### config.mk
export PLATFORM = sky130hd
export DESIGN_NAME = multicycle_ctrl_flat
export DESIGN_NICKNAME = d
export VERILOG_FILES = /design/src/rtl/cpu_ctrl_pkg.sv /design/src/rtl/multicycle_ctrl_if.sv /design/src/rtl/ctrl_decode.sv /design/src/rtl/multicycle_ctrl.sv /design/src/flat_wrapper.sv
export SDC_FILE = /design/constraint.sdc
export NUM_CORES = 1
export LEC_CHECK = 0
export ABC_AREA = 1
export CAP_MARGIN = 10
export CORE_MARGIN = 3
export CORE_UTILIZATION = 43
export DETAILED_ROUTE_END_ITERATION = 10
export MAX_ROUTING_LAYER = met4
export PLACE_DENSITY = 0.82
export SLEW_MARGIN = 5
export SYNTH_ARGS = -nofsm -noshare
export SYNTH_HDL_FRONTEND = slang
export SYNTH_HIERARCHICAL = 1
export SYNTH_SLANG_ARGS = --single-unit
### constraint.sdc
create_clock -name CLK -period 1.4 [get_ports CLK]
set_input_delay 0.28 -clock CLK [delete_from_list [all_inputs] [get_ports CLK]]
set_output_delay 0.28 -clock CLK [all_outputs]
set_load 0.02 [all_outputs]
### src/rtl/cpu_ctrl_pkg.sv
// Shared constants for the multicycle CPU control unit: state encodings,
// opcodes, ALU/PC-select codes, the control-word struct and decode helpers.
package cpu_ctrl_pkg;

  localparam logic [2:0] S_IF     = 3'b000;
  localparam logic [2:0] S_ID     = 3'b001;
  localparam logic [2:0] S_EXE_LS = 3'b010;
  localparam logic [2:0] S_MEM    = 3'b011;
  localparam logic [2:0] S_WB_L   = 3'b100;
  localparam logic [2:0] S_EXE_BR = 3'b101;
  localparam logic [2:0] S_EXE_AL = 3'b110;
  localparam logic [2:0] S_WB_AL  = 3'b111;

  localparam logic [5:0] OP_ADD  = 6'b000000;
  localparam logic [5:0] OP_SUB  = 6'b000001;
  localparam logic [5:0] OP_ADDI = 6'b000010;
  localparam logic [5:0] OP_OR   = 6'b010000;
  localparam logic [5:0] OP_AND  = 6'b010001;
  localparam logic [5:0] OP_ORI  = 6'b010010;
  localparam logic [5:0] OP_SLT  = 6'b100110;
  localparam logic [5:0] OP_SW   = 6'b110000;
  localparam logic [5:0] OP_LW   = 6'b110001;
  localparam logic [5:0] OP_BEQ  = 6'b110100;
  localparam logic [5:0] OP_BNE  = 6'b110101;
  localparam logic [5:0] OP_J    = 6'b111000;
  localparam logic [5:0] OP_HALT = 6'b111111;

  localparam logic [2:0] ALU_ADD = 3'b000;
  localparam logic [2:0] ALU_SUB = 3'b001;
  localparam logic [2:0] ALU_OR  = 3'b011;
  localparam logic [2:0] ALU_AND = 3'b100;
  localparam logic [2:0] ALU_SLT = 3'b101;

  localparam logic [1:0] PCSRC_SEQ  = 2'b00;
  localparam logic [1:0] PCSRC_BR   = 2'b01;
  localparam logic [1:0] PCSRC_RSVD = 2'b10;
  localparam logic [1:0] PCSRC_JMP  = 2'b11;

  typedef struct packed {
    logic       pc_wre;
    logic       ir_wre;
    logic       ins_mem_rw;
    logic       reg_wre;
    logic       alu_src_a;
    logic       alu_src_b;
    logic       ext_sel;
    logic       db_data_src;
    logic       reg_dst;
    logic       m_rd;
    logic       m_wr;
    logic [1:0] pc_src;
    logic [2:0] alu_op;
  } ctrl_t;

  // Unknown opcodes fall through to ADD so the R-type path is taken without a trap.
  function automatic logic [2:0] alu_op_for(input logic [5:0] op);
    logic [2:0] res;
    case (op)
      OP_SUB:         res = ALU_SUB;
      OP_OR, OP_ORI:  res = ALU_OR;
      OP_AND:         res = ALU_AND;
      OP_SLT:         res = ALU_SLT;
      default:        res = ALU_ADD;
    endcase
    return res;
  endfunction

  function automatic logic is_imm_alu(input logic [5:0] op);
    return (op == OP_ADDI) || (op == OP_ORI);
  endfunction

  function automatic logic br_taken(input logic [5:0] op, input logic zero);
    logic res;
    if (op == OP_BEQ) begin
      res = zero;
    end else if (op == OP_BNE) begin
      res = !zero;
    end else begin
      res = 1'b0;
    end
    return res;
  endfunction

endpackage

### src/rtl/multicycle_ctrl_if.sv
// Control-unit <-> datapath bundle: opcode/zero from the datapath, write
// enables, mux selects and ALU operation back to it.
interface multicycle_ctrl_if;
  logic [5:0] opcode;
  logic       zero;
  logic [2:0] state_out;
  logic       PCWre;
  logic       IRWre;
  logic       InsMemRW;
  logic       RegWre;
  logic       ALUSrcA;
  logic       ALUSrcB;
  logic       ExtSel;
  logic       DBDataSrc;
  logic       RegDst;
  logic       mRD;
  logic       mWR;
  logic [1:0] PCSrc;
  logic [2:0] ALUOp;

  modport master (
    input  opcode, zero,
    output state_out, PCWre, IRWre, InsMemRW, RegWre, ALUSrcA, ALUSrcB,
           ExtSel, DBDataSrc, RegDst, mRD, mWR, PCSrc, ALUOp
  );

  modport slave (
    output opcode, zero,
    input  state_out, PCWre, IRWre, InsMemRW, RegWre, ALUSrcA, ALUSrcB,
           ExtSel, DBDataSrc, RegDst, mRD, mWR, PCSrc, ALUOp
  );
endinterface

### src/rtl/ctrl_decode.sv
// Moore output decode: (state, opcode, zero) -> control word. Purely
// combinational; zero only matters in the branch-execute state.
module ctrl_decode
  import cpu_ctrl_pkg::*;
(
  input  logic [2:0] state,
  input  logic [5:0] opcode,
  input  logic       zero,
  output ctrl_t      ctrl
);

  // Per-state control word; anything not set stays 0.
  always_comb begin
    ctrl = '0;
    case (state)
      S_IF: begin
        ctrl.ir_wre     = 1'b1;
        ctrl.ins_mem_rw = 1'b1;
      end
      S_ID: begin
        if (opcode == OP_J) begin
          ctrl.pc_wre = 1'b1;
          ctrl.pc_src = PCSRC_JMP;
        end else begin
          ctrl.pc_wre = 1'b0;
        end
      end
      S_EXE_AL: begin
        ctrl.alu_op    = alu_op_for(opcode);
        ctrl.alu_src_b = is_imm_alu(opcode);
        ctrl.ext_sel   = (opcode == OP_ADDI);
      end
      S_WB_AL: begin
        ctrl.reg_wre = 1'b1;
        ctrl.pc_wre  = 1'b1;
        ctrl.pc_src  = PCSRC_SEQ;
        ctrl.reg_dst = !is_imm_alu(opcode);
      end
      S_EXE_BR: begin
        ctrl.alu_op  = ALU_SUB;
        ctrl.ext_sel = 1'b1;
        ctrl.pc_wre  = 1'b1;
        if (br_taken(opcode, zero)) begin
          ctrl.pc_src = PCSRC_BR;
        end else begin
          ctrl.pc_src = PCSRC_SEQ;
        end
      end
      S_EXE_LS: begin
        ctrl.alu_op    = ALU_ADD;
        ctrl.alu_src_b = 1'b1;
        ctrl.ext_sel   = 1'b1;
      end
      S_MEM: begin
        if (opcode == OP_LW) begin
          ctrl.m_rd = 1'b1;
        end else if (opcode == OP_SW) begin
          ctrl.m_wr   = 1'b1;
          ctrl.pc_wre = 1'b1;
          ctrl.pc_src = PCSRC_SEQ;
        end else begin
          ctrl.m_rd = 1'b0;
        end
      end
      S_WB_L: begin
        ctrl.reg_wre     = 1'b1;
        ctrl.db_data_src = 1'b1;
        ctrl.reg_dst     = 1'b0;
        ctrl.pc_wre      = 1'b1;
        ctrl.pc_src      = PCSRC_SEQ;
      end
      default: begin
        ctrl = '0;
      end
    endcase
  end

endmodule

### src/rtl/multicycle_ctrl.sv
// Multicycle CPU control unit: state register, next-state sequencing through
// IF/ID/EXE/MEM/WB, and reset gating of the decoded control word.
module multicycle_ctrl
  import cpu_ctrl_pkg::*;
(
  input  logic               CLK,
  input  logic               Reset,
  multicycle_ctrl_if.master  bus
);

  logic [2:0] state_r;
  logic [2:0] state_next_s;
  ctrl_t      ctrl_dec_s;
  ctrl_t      ctrl_s;

  // State register; Reset low abandons any instruction and returns to fetch.
  always_ff @(posedge CLK or negedge Reset) begin
    if (!Reset) begin
      state_r <= S_IF;
    end else begin
      state_r <= state_next_s;
    end
  end

  // Next-state sequencing; HALT parks in decode until reset.
  always_comb begin
    state_next_s = S_IF;
    case (state_r)
      S_IF: begin
        state_next_s = S_ID;
      end
      S_ID: begin
        if (bus.opcode == OP_J) begin
          state_next_s = S_IF;
        end else if (bus.opcode == OP_HALT) begin
          state_next_s = S_ID;
        end else if ((bus.opcode == OP_BEQ) || (bus.opcode == OP_BNE)) begin
          state_next_s = S_EXE_BR;
        end else if ((bus.opcode == OP_LW) || (bus.opcode == OP_SW)) begin
          state_next_s = S_EXE_LS;
        end else begin
          state_next_s = S_EXE_AL;
        end
      end
      S_EXE_AL: state_next_s = S_WB_AL;
      S_WB_AL:  state_next_s = S_IF;
      S_EXE_BR: state_next_s = S_IF;
      S_EXE_LS: state_next_s = S_MEM;
      S_MEM: begin
        if (bus.opcode == OP_LW) begin
          state_next_s = S_WB_L;
        end else begin
          state_next_s = S_IF;
        end
      end
      S_WB_L:   state_next_s = S_IF;
      default:  state_next_s = S_IF;
    endcase
  end

  ctrl_decode u_decode (
    .state  (state_r),
    .opcode (bus.opcode),
    .zero   (bus.zero),
    .ctrl   (ctrl_dec_s)
  );

  // Outputs must be combinational from state so they settle before the
  // negedge captures in IR/regfile; Reset forces them low without waiting for a clock.
  always_comb begin
    if (Reset) begin
      ctrl_s = ctrl_dec_s;
    end else begin
      ctrl_s = '0;
    end
  end

  assign bus.state_out = state_r;
  assign bus.PCWre     = ctrl_s.pc_wre;
  assign bus.IRWre     = ctrl_s.ir_wre;
  assign bus.InsMemRW  = ctrl_s.ins_mem_rw;
  assign bus.RegWre    = ctrl_s.reg_wre;
  assign bus.ALUSrcA   = ctrl_s.alu_src_a;
  assign bus.ALUSrcB   = ctrl_s.alu_src_b;
  assign bus.ExtSel    = ctrl_s.ext_sel;
  assign bus.DBDataSrc = ctrl_s.db_data_src;
  assign bus.RegDst    = ctrl_s.reg_dst;
  assign bus.mRD       = ctrl_s.m_rd;
  assign bus.mWR       = ctrl_s.m_wr;
  assign bus.PCSrc     = ctrl_s.pc_src;
  assign bus.ALUOp     = ctrl_s.alu_op;

endmodule

### src/flat_wrapper.sv
// flat-port wrapper written by rule: the top's interface ports become plain ports
module multicycle_ctrl_flat import cpu_ctrl_pkg::*;
  (CLK, Reset, bus_opcode, bus_zero, bus_state_out, bus_PCWre, bus_IRWre, bus_InsMemRW, bus_RegWre, bus_ALUSrcA, bus_ALUSrcB, bus_ExtSel, bus_DBDataSrc, bus_RegDst, bus_mRD, bus_mWR, bus_PCSrc, bus_ALUOp);
  multicycle_ctrl_if bus_i ();
  input  logic CLK;
  input  logic Reset;
  input wire logic [$bits(bus_i.opcode)-1:0] bus_opcode;
  input wire logic [$bits(bus_i.zero)-1:0] bus_zero;
  output wire logic [$bits(bus_i.state_out)-1:0] bus_state_out;
  output wire logic [$bits(bus_i.PCWre)-1:0] bus_PCWre;
  output wire logic [$bits(bus_i.IRWre)-1:0] bus_IRWre;
  output wire logic [$bits(bus_i.InsMemRW)-1:0] bus_InsMemRW;
  output wire logic [$bits(bus_i.RegWre)-1:0] bus_RegWre;
  output wire logic [$bits(bus_i.ALUSrcA)-1:0] bus_ALUSrcA;
  output wire logic [$bits(bus_i.ALUSrcB)-1:0] bus_ALUSrcB;
  output wire logic [$bits(bus_i.ExtSel)-1:0] bus_ExtSel;
  output wire logic [$bits(bus_i.DBDataSrc)-1:0] bus_DBDataSrc;
  output wire logic [$bits(bus_i.RegDst)-1:0] bus_RegDst;
  output wire logic [$bits(bus_i.mRD)-1:0] bus_mRD;
  output wire logic [$bits(bus_i.mWR)-1:0] bus_mWR;
  output wire logic [$bits(bus_i.PCSrc)-1:0] bus_PCSrc;
  output wire logic [$bits(bus_i.ALUOp)-1:0] bus_ALUOp;
  assign bus_i.opcode = bus_opcode;
  assign bus_i.zero = bus_zero;
  assign bus_state_out = bus_i.state_out;
  assign bus_PCWre = bus_i.PCWre;
  assign bus_IRWre = bus_i.IRWre;
  assign bus_InsMemRW = bus_i.InsMemRW;
  assign bus_RegWre = bus_i.RegWre;
  assign bus_ALUSrcA = bus_i.ALUSrcA;
  assign bus_ALUSrcB = bus_i.ALUSrcB;
  assign bus_ExtSel = bus_i.ExtSel;
  assign bus_DBDataSrc = bus_i.DBDataSrc;
  assign bus_RegDst = bus_i.RegDst;
  assign bus_mRD = bus_i.mRD;
  assign bus_mWR = bus_i.mWR;
  assign bus_PCSrc = bus_i.PCSrc;
  assign bus_ALUOp = bus_i.ALUOp;
  multicycle_ctrl u_core (.CLK(CLK), .Reset(Reset), .bus(bus_i));
endmodule
# Yosys cells after proc, flatten, opt, wreduce, memory -nomap -nowiden
# Cells that the tools add are included.
# Widths: inputs -> output; s select.
totals:
  out_inout_bits: 19
  in_bits: 9
  elab_cells: 59
  ff_bits: 3
op_classes:
  n_eq_ne: 19
  reduce_logical: 10
  n_mux: 29
op_table:
  columns: ["cell", "count"]
  rows:
  - ["$eq 6x6->1 const B", 7]
  - ["$mux 3", 7]
  - ["$eq 6x5->1 const B", 3]
  - ["$pmux 3 s6", 1]
  - ["$mux 16", 1]
  - ["$eq 3x3->1 const B", 4]
  - ["$pmux 3 s4", 1]
  - ["$mux 1", 11]
  - ["$eq 3x2->1 const B", 2]
  - ["$eq 6x1->1 const B", 1]
  - ["$eq 6x2->1 const B", 1]
  - ["$mux 2", 3]
  - ["$pmux 2 s3", 1]
  - ["$pmux 3 s2", 1]
  - ["$reduce_or 2->1", 3]
  - ["$pmux 1 s2", 2]
  - ["$eq 3x1->1 const B", 1]
  - ["$logic_not 3->1", 1]
  - ["$logic_or 1x1->1", 3]
  - ["$pmux 1 s3", 1]
  - ["$reduce_or 3->1", 1]
  - ["$logic_not 1->1", 2]

# Depth between registers and ports, before layout
logic_depth:
  ltp_word: 7
  ltp_mapped: 9
  mapped_depth_nobuf: 9

# Modules after synthesis
# Netlist, hierarchy kept.
modules_own_cells:
  columns: ["mod", "cells_each", "instances", "area_each_um2", "seq_area_each_um2"]
  rows:
  - ["multicycle_ctrl", 75, 1, 360.3, 75.1]
  - ["ctrl_decode", 78, 1, 345.3, 0.0]

# Least setup slack after synthesis
# Ideal clock, no wire load.
synth_timing:
  path_kind: "reg2out"
  startpoint: "register u_core.state_r[2], in the netlist u_core/bus.state_out[2]"
  endpoint: "output bus_ALUOp[2]"
  required_ps: 1120
  arrival_time_ps: 1197
  path_buffers: 1
  stages_incl_launch_ff: 8
  path_slack_ps: -77
  cell_sequence: "dfrtp_1 -> buf_4 -> nand3_1 -> nor2_2 -> nand3_1 -> o21ai_1 -> nand2_1 -> inv_1"
synth_lines:
  columns: ["element", "line_no", "source"]
  rows:
  - ["from (decl)", "multicycle_ctrl.sv:11", "logic [2:0] state_r;"]
  - ["from (signal assigned)", "multicycle_ctrl.sv:21", "state_r <= state_next_s;"]
  - ["to (decl)", "flat_wrapper.sv:22", "output wire logic [$bits(bus_i.ALUOp)-1:0] bus_ALUOp;"]

==> impl_metrics.env <==
export IMPL_num_rows=13
export IMPL_r2r_cells=7
export IMPL_clk_path_buf_depth=2
export IMPL_cts_root_buffer_cell="clkbuf_4"
export IMPL_p_sw_share_pct=55.4
export IMPL_ir_worst_vdd_mv=1.22
export IMPL_grt_pass1_vias=1004
export IMPL_finalHoldViolCount=0
export IMPL_violations="negative setup slack"
export IMPL_outcome="complete, but fails checks"
export IMPL_layout_min_cycle_time_ns=1.78
export IMPL_critPathTopFamily="simple AND/OR/NAND/NOR gates"
export IMPL_pwr_share_seq_pct=12.6
export IMPL_htree_num_levels=1
export IMPL_path_common_cell="nand2_1"
export IMPL_crit_path_cell_trace="dlygate4sd2_1 > inv_2 > nand2_1 > nor2_1 > nand2_1 > nand2_1 > nand2_2 > nand2_1 > nand2_1 > inv_2 > buf_6"
export IMPL_p_per_area_mw_per_mm2=1430
export IMPL_pwr_share_comb_pct=78.4
export IMPL_critPathKind="in2out"
export IMPL_ant_nets=0
export IMPL_place_inst=204
export IMPL_fin_hold_ws_ns=0.495
export IMPL_die_area_mm2=0.00216
export IMPL_final_setup_tns_ns=-4.60
export IMPL_cp_required_ns=1.12
export IMPL_crit_cells=11
export IMPL_dpl_hpwl_mm=1.58
export IMPL_core_area_mm2=0.00142
export IMPL_antenna_found_initial=0
export IMPL_final_nets=208
export IMPL_wl_per_cell_um=18.2
export IMPL_cellInternalPower_mw=0.823
export IMPL_syn_to_final_growth_pct=83.5
export IMPL_setup_viol=21
export IMPL_layout_cells_non_filler=213
export IMPL_antenna_cells=0
export IMPL_cap_violations=0
export IMPL_yosys_warnings=6
export IMPL_wl_mm=3.88
export IMPL_grt_overflow=0
export IMPL_drt_iter0_drc=154
export IMPL_track_usage_pct=27.3
export IMPL_synth_nets=162
export IMPL_port_buffer_count=26
export IMPL_synthesis_area_um2=706
export IMPL_synth_area_per_cell_um2=4.61
export IMPL_fin_util_pct=91.5
export IMPL_finClkSkew_ns=0.00384
export IMPL_cts_tree="built"
export IMPL_largest_reg_flops=3
export IMPL_place_congestion=0.816
export IMPL_hold_class="in2async"
export IMPL_synthDistinctLibCells=19
export IMPL_viasPerCell=6.04
export IMPL_worst_slack_ns=-0.384
export IMPL_slowest_stage="dlygate4sd2_1"
export IMPL_start_util_pct=49.9
export IMPL_path_clk_slew_ns=0.04
export IMPL_seq_area_frac_synth_pct=10.6
export IMPL_synth_seq_cells=3
export IMPL_hold_buffers=0
export IMPL_pre_cts_ws_ns=-0.880
export IMPL_worstSetupStartpointType="input port"
export IMPL_vias=1286
export IMPL_netlist_instances=153
export IMPL_worst_ep_arrival_time_ns=1.50
export IMPL_fmax_mhz=561
export IMPL_rsz0062_at_grt="yes"
export IMPL_clockPowerShare_pct=9.0
export IMPL_grt_pass1_wl_mm=4.17
export IMPL_worst_path_buf_inv=4
export IMPL_setup_worst_path_end_class="output port"
export IMPL_drc=0
export IMPL_drive_gt1_share_pct=50.0
export IMPL_power_mw=1.85
export IMPL_dieHeight_um=46.5
export IMPL_post_dp_cell_area_mm2=0.00108
export IMPL_slowest_delay_ns=0.27
export IMPL_power_leakage_nw=0.776
export IMPL_die_w_um=46.5
export IMPL_final_area_mm2=0.00129
export IMPL_fin_crit_sh_pct=127
export IMPL_cp_max_fo=3
export IMPL_clkSinkCount=3
export IMPL_cts_made_buffers=3
export IMPL_worstSkewPairLatency_ns=0.25
export IMPL_slew_violations=0
export IMPL_p_switching_mw=1.02
export IMPL_num_io_pins=28
export IMPL_first_pass_iters=7
export IMPL_grt_max_degree=18
-- cells by family (layout without fill, tap and decap cells) --
group | after synthesis | after routing | synth area share (%)
AND/OR/NAND/NOR | 100 | 100 | 59.0
buffers and inverters | 43 | 88 | 25.5
other | 1 | 1 | 0.531
flip-flops | 3 | 3 | 10.6
AO/OA/AOI/OAI | 6 | 6 | 4.25
-- per-layer routing --
metal / global-route usage [%] / up-vias / share of wire [%]
met1: 30.1 / 554 / 34
met2: 49.5 / 145 / 46
met5: - / - / 0
met3: 4.69 / 57 / 12
li1: - / 530 / -
met4: 7.39 / 0 / 8.4
-- worst min-delay path, stage by stage --
cell             delay [ns]
clkdlybuf4s50_1        0.50
buf_12                 0.15
buf_4                  0.13
-- cells in the mapped netlist (all sizes together) --
cell,count,share of area (%)
a21oi,2,1.4
and2,1,0.89
and3,1,0.89
buf,4,4.3
clkbuf,1,0.71
conb,1,0.53
dfrtp,3,11
inv,38,21
nand2,59,33
nand3,7,5.0
nand4,2,1.8
nor2,28,16
nor3,2,1.4
o21ai,4,2.8
-- worst paths after layout --
check | startpoint | end | slack, ns
hold / removal | Reset | u_core/bus.state_out[1] | 0.50
max in group asynchronous | Reset | u_core/bus.state_out[0] | 0.79
hold reg to reg | u_core/bus.state_out[1] | u_core/bus.state_out[1] | 0.87
setup / recovery | bus_opcode[0] | bus_ALUOp[0] | -0.38
min in group CLK | bus_opcode[3] | u_core/bus.state_out[0] | 0.70
setup reg to reg | u_core/bus.state_out[2] | u_core/bus.state_out[2] | -0.04
-- layout make-up --
type | instances | area [um^2]
multi-input cells | 107 | 599
fillers | 67 | 120
inverters | 38 | 148
flip-flops and latches | 3 | 78.8
well taps | 15 | 18.8
repair buffers | 46 | 424
clock buffers | 4 | 26.3
-- repair_timing --
action,CTS,global route
endpoints found under the setup margin,18,18
pin swaps,18,10
gates resized for setup,130,31
buffers inserted,3,2
-- placed cells by master (no fill, tap or decap), types with 3 or more instances in the layout --
cell | synthesis | routed
buf_6 | 0 | 13
o21ai_1 | 3 | 3
nand3_1 | 7 | 4
nand2_2 | 4 | 9
buf_4 | 4 | 21
inv_1 | 34 | 21
clkbuf_4 | 0 | 3
inv_2 | 3 | 15
nand3_2 | 0 | 3
nand2_4 | 0 | 5
nor2_1 | 24 | 13
nand2_1 | 55 | 45
nor2_2 | 4 | 9
clkdlybuf4s15_1 | 0 | 3
nor2_4 | 0 | 6
dfrtp_2 | 0 | 3
-- power by group through the flow --
stage / Combinational, mW / Sequential, mW / Clock, mW
4_1_cts: 1.14 / 0.211 / 0.156
6_report: 1.45 / 0.232 / 0.166
5_1_grt: 1.55 / 0.239 / 0.180
2_1_floorplan: 0.528 / 0.258 / 0
3_3_place_gp: 0.966 / 0.199 / 0
3_5_place_dp: 0.986 / 0.203 / 0
(Power assumes the default switching activity.)
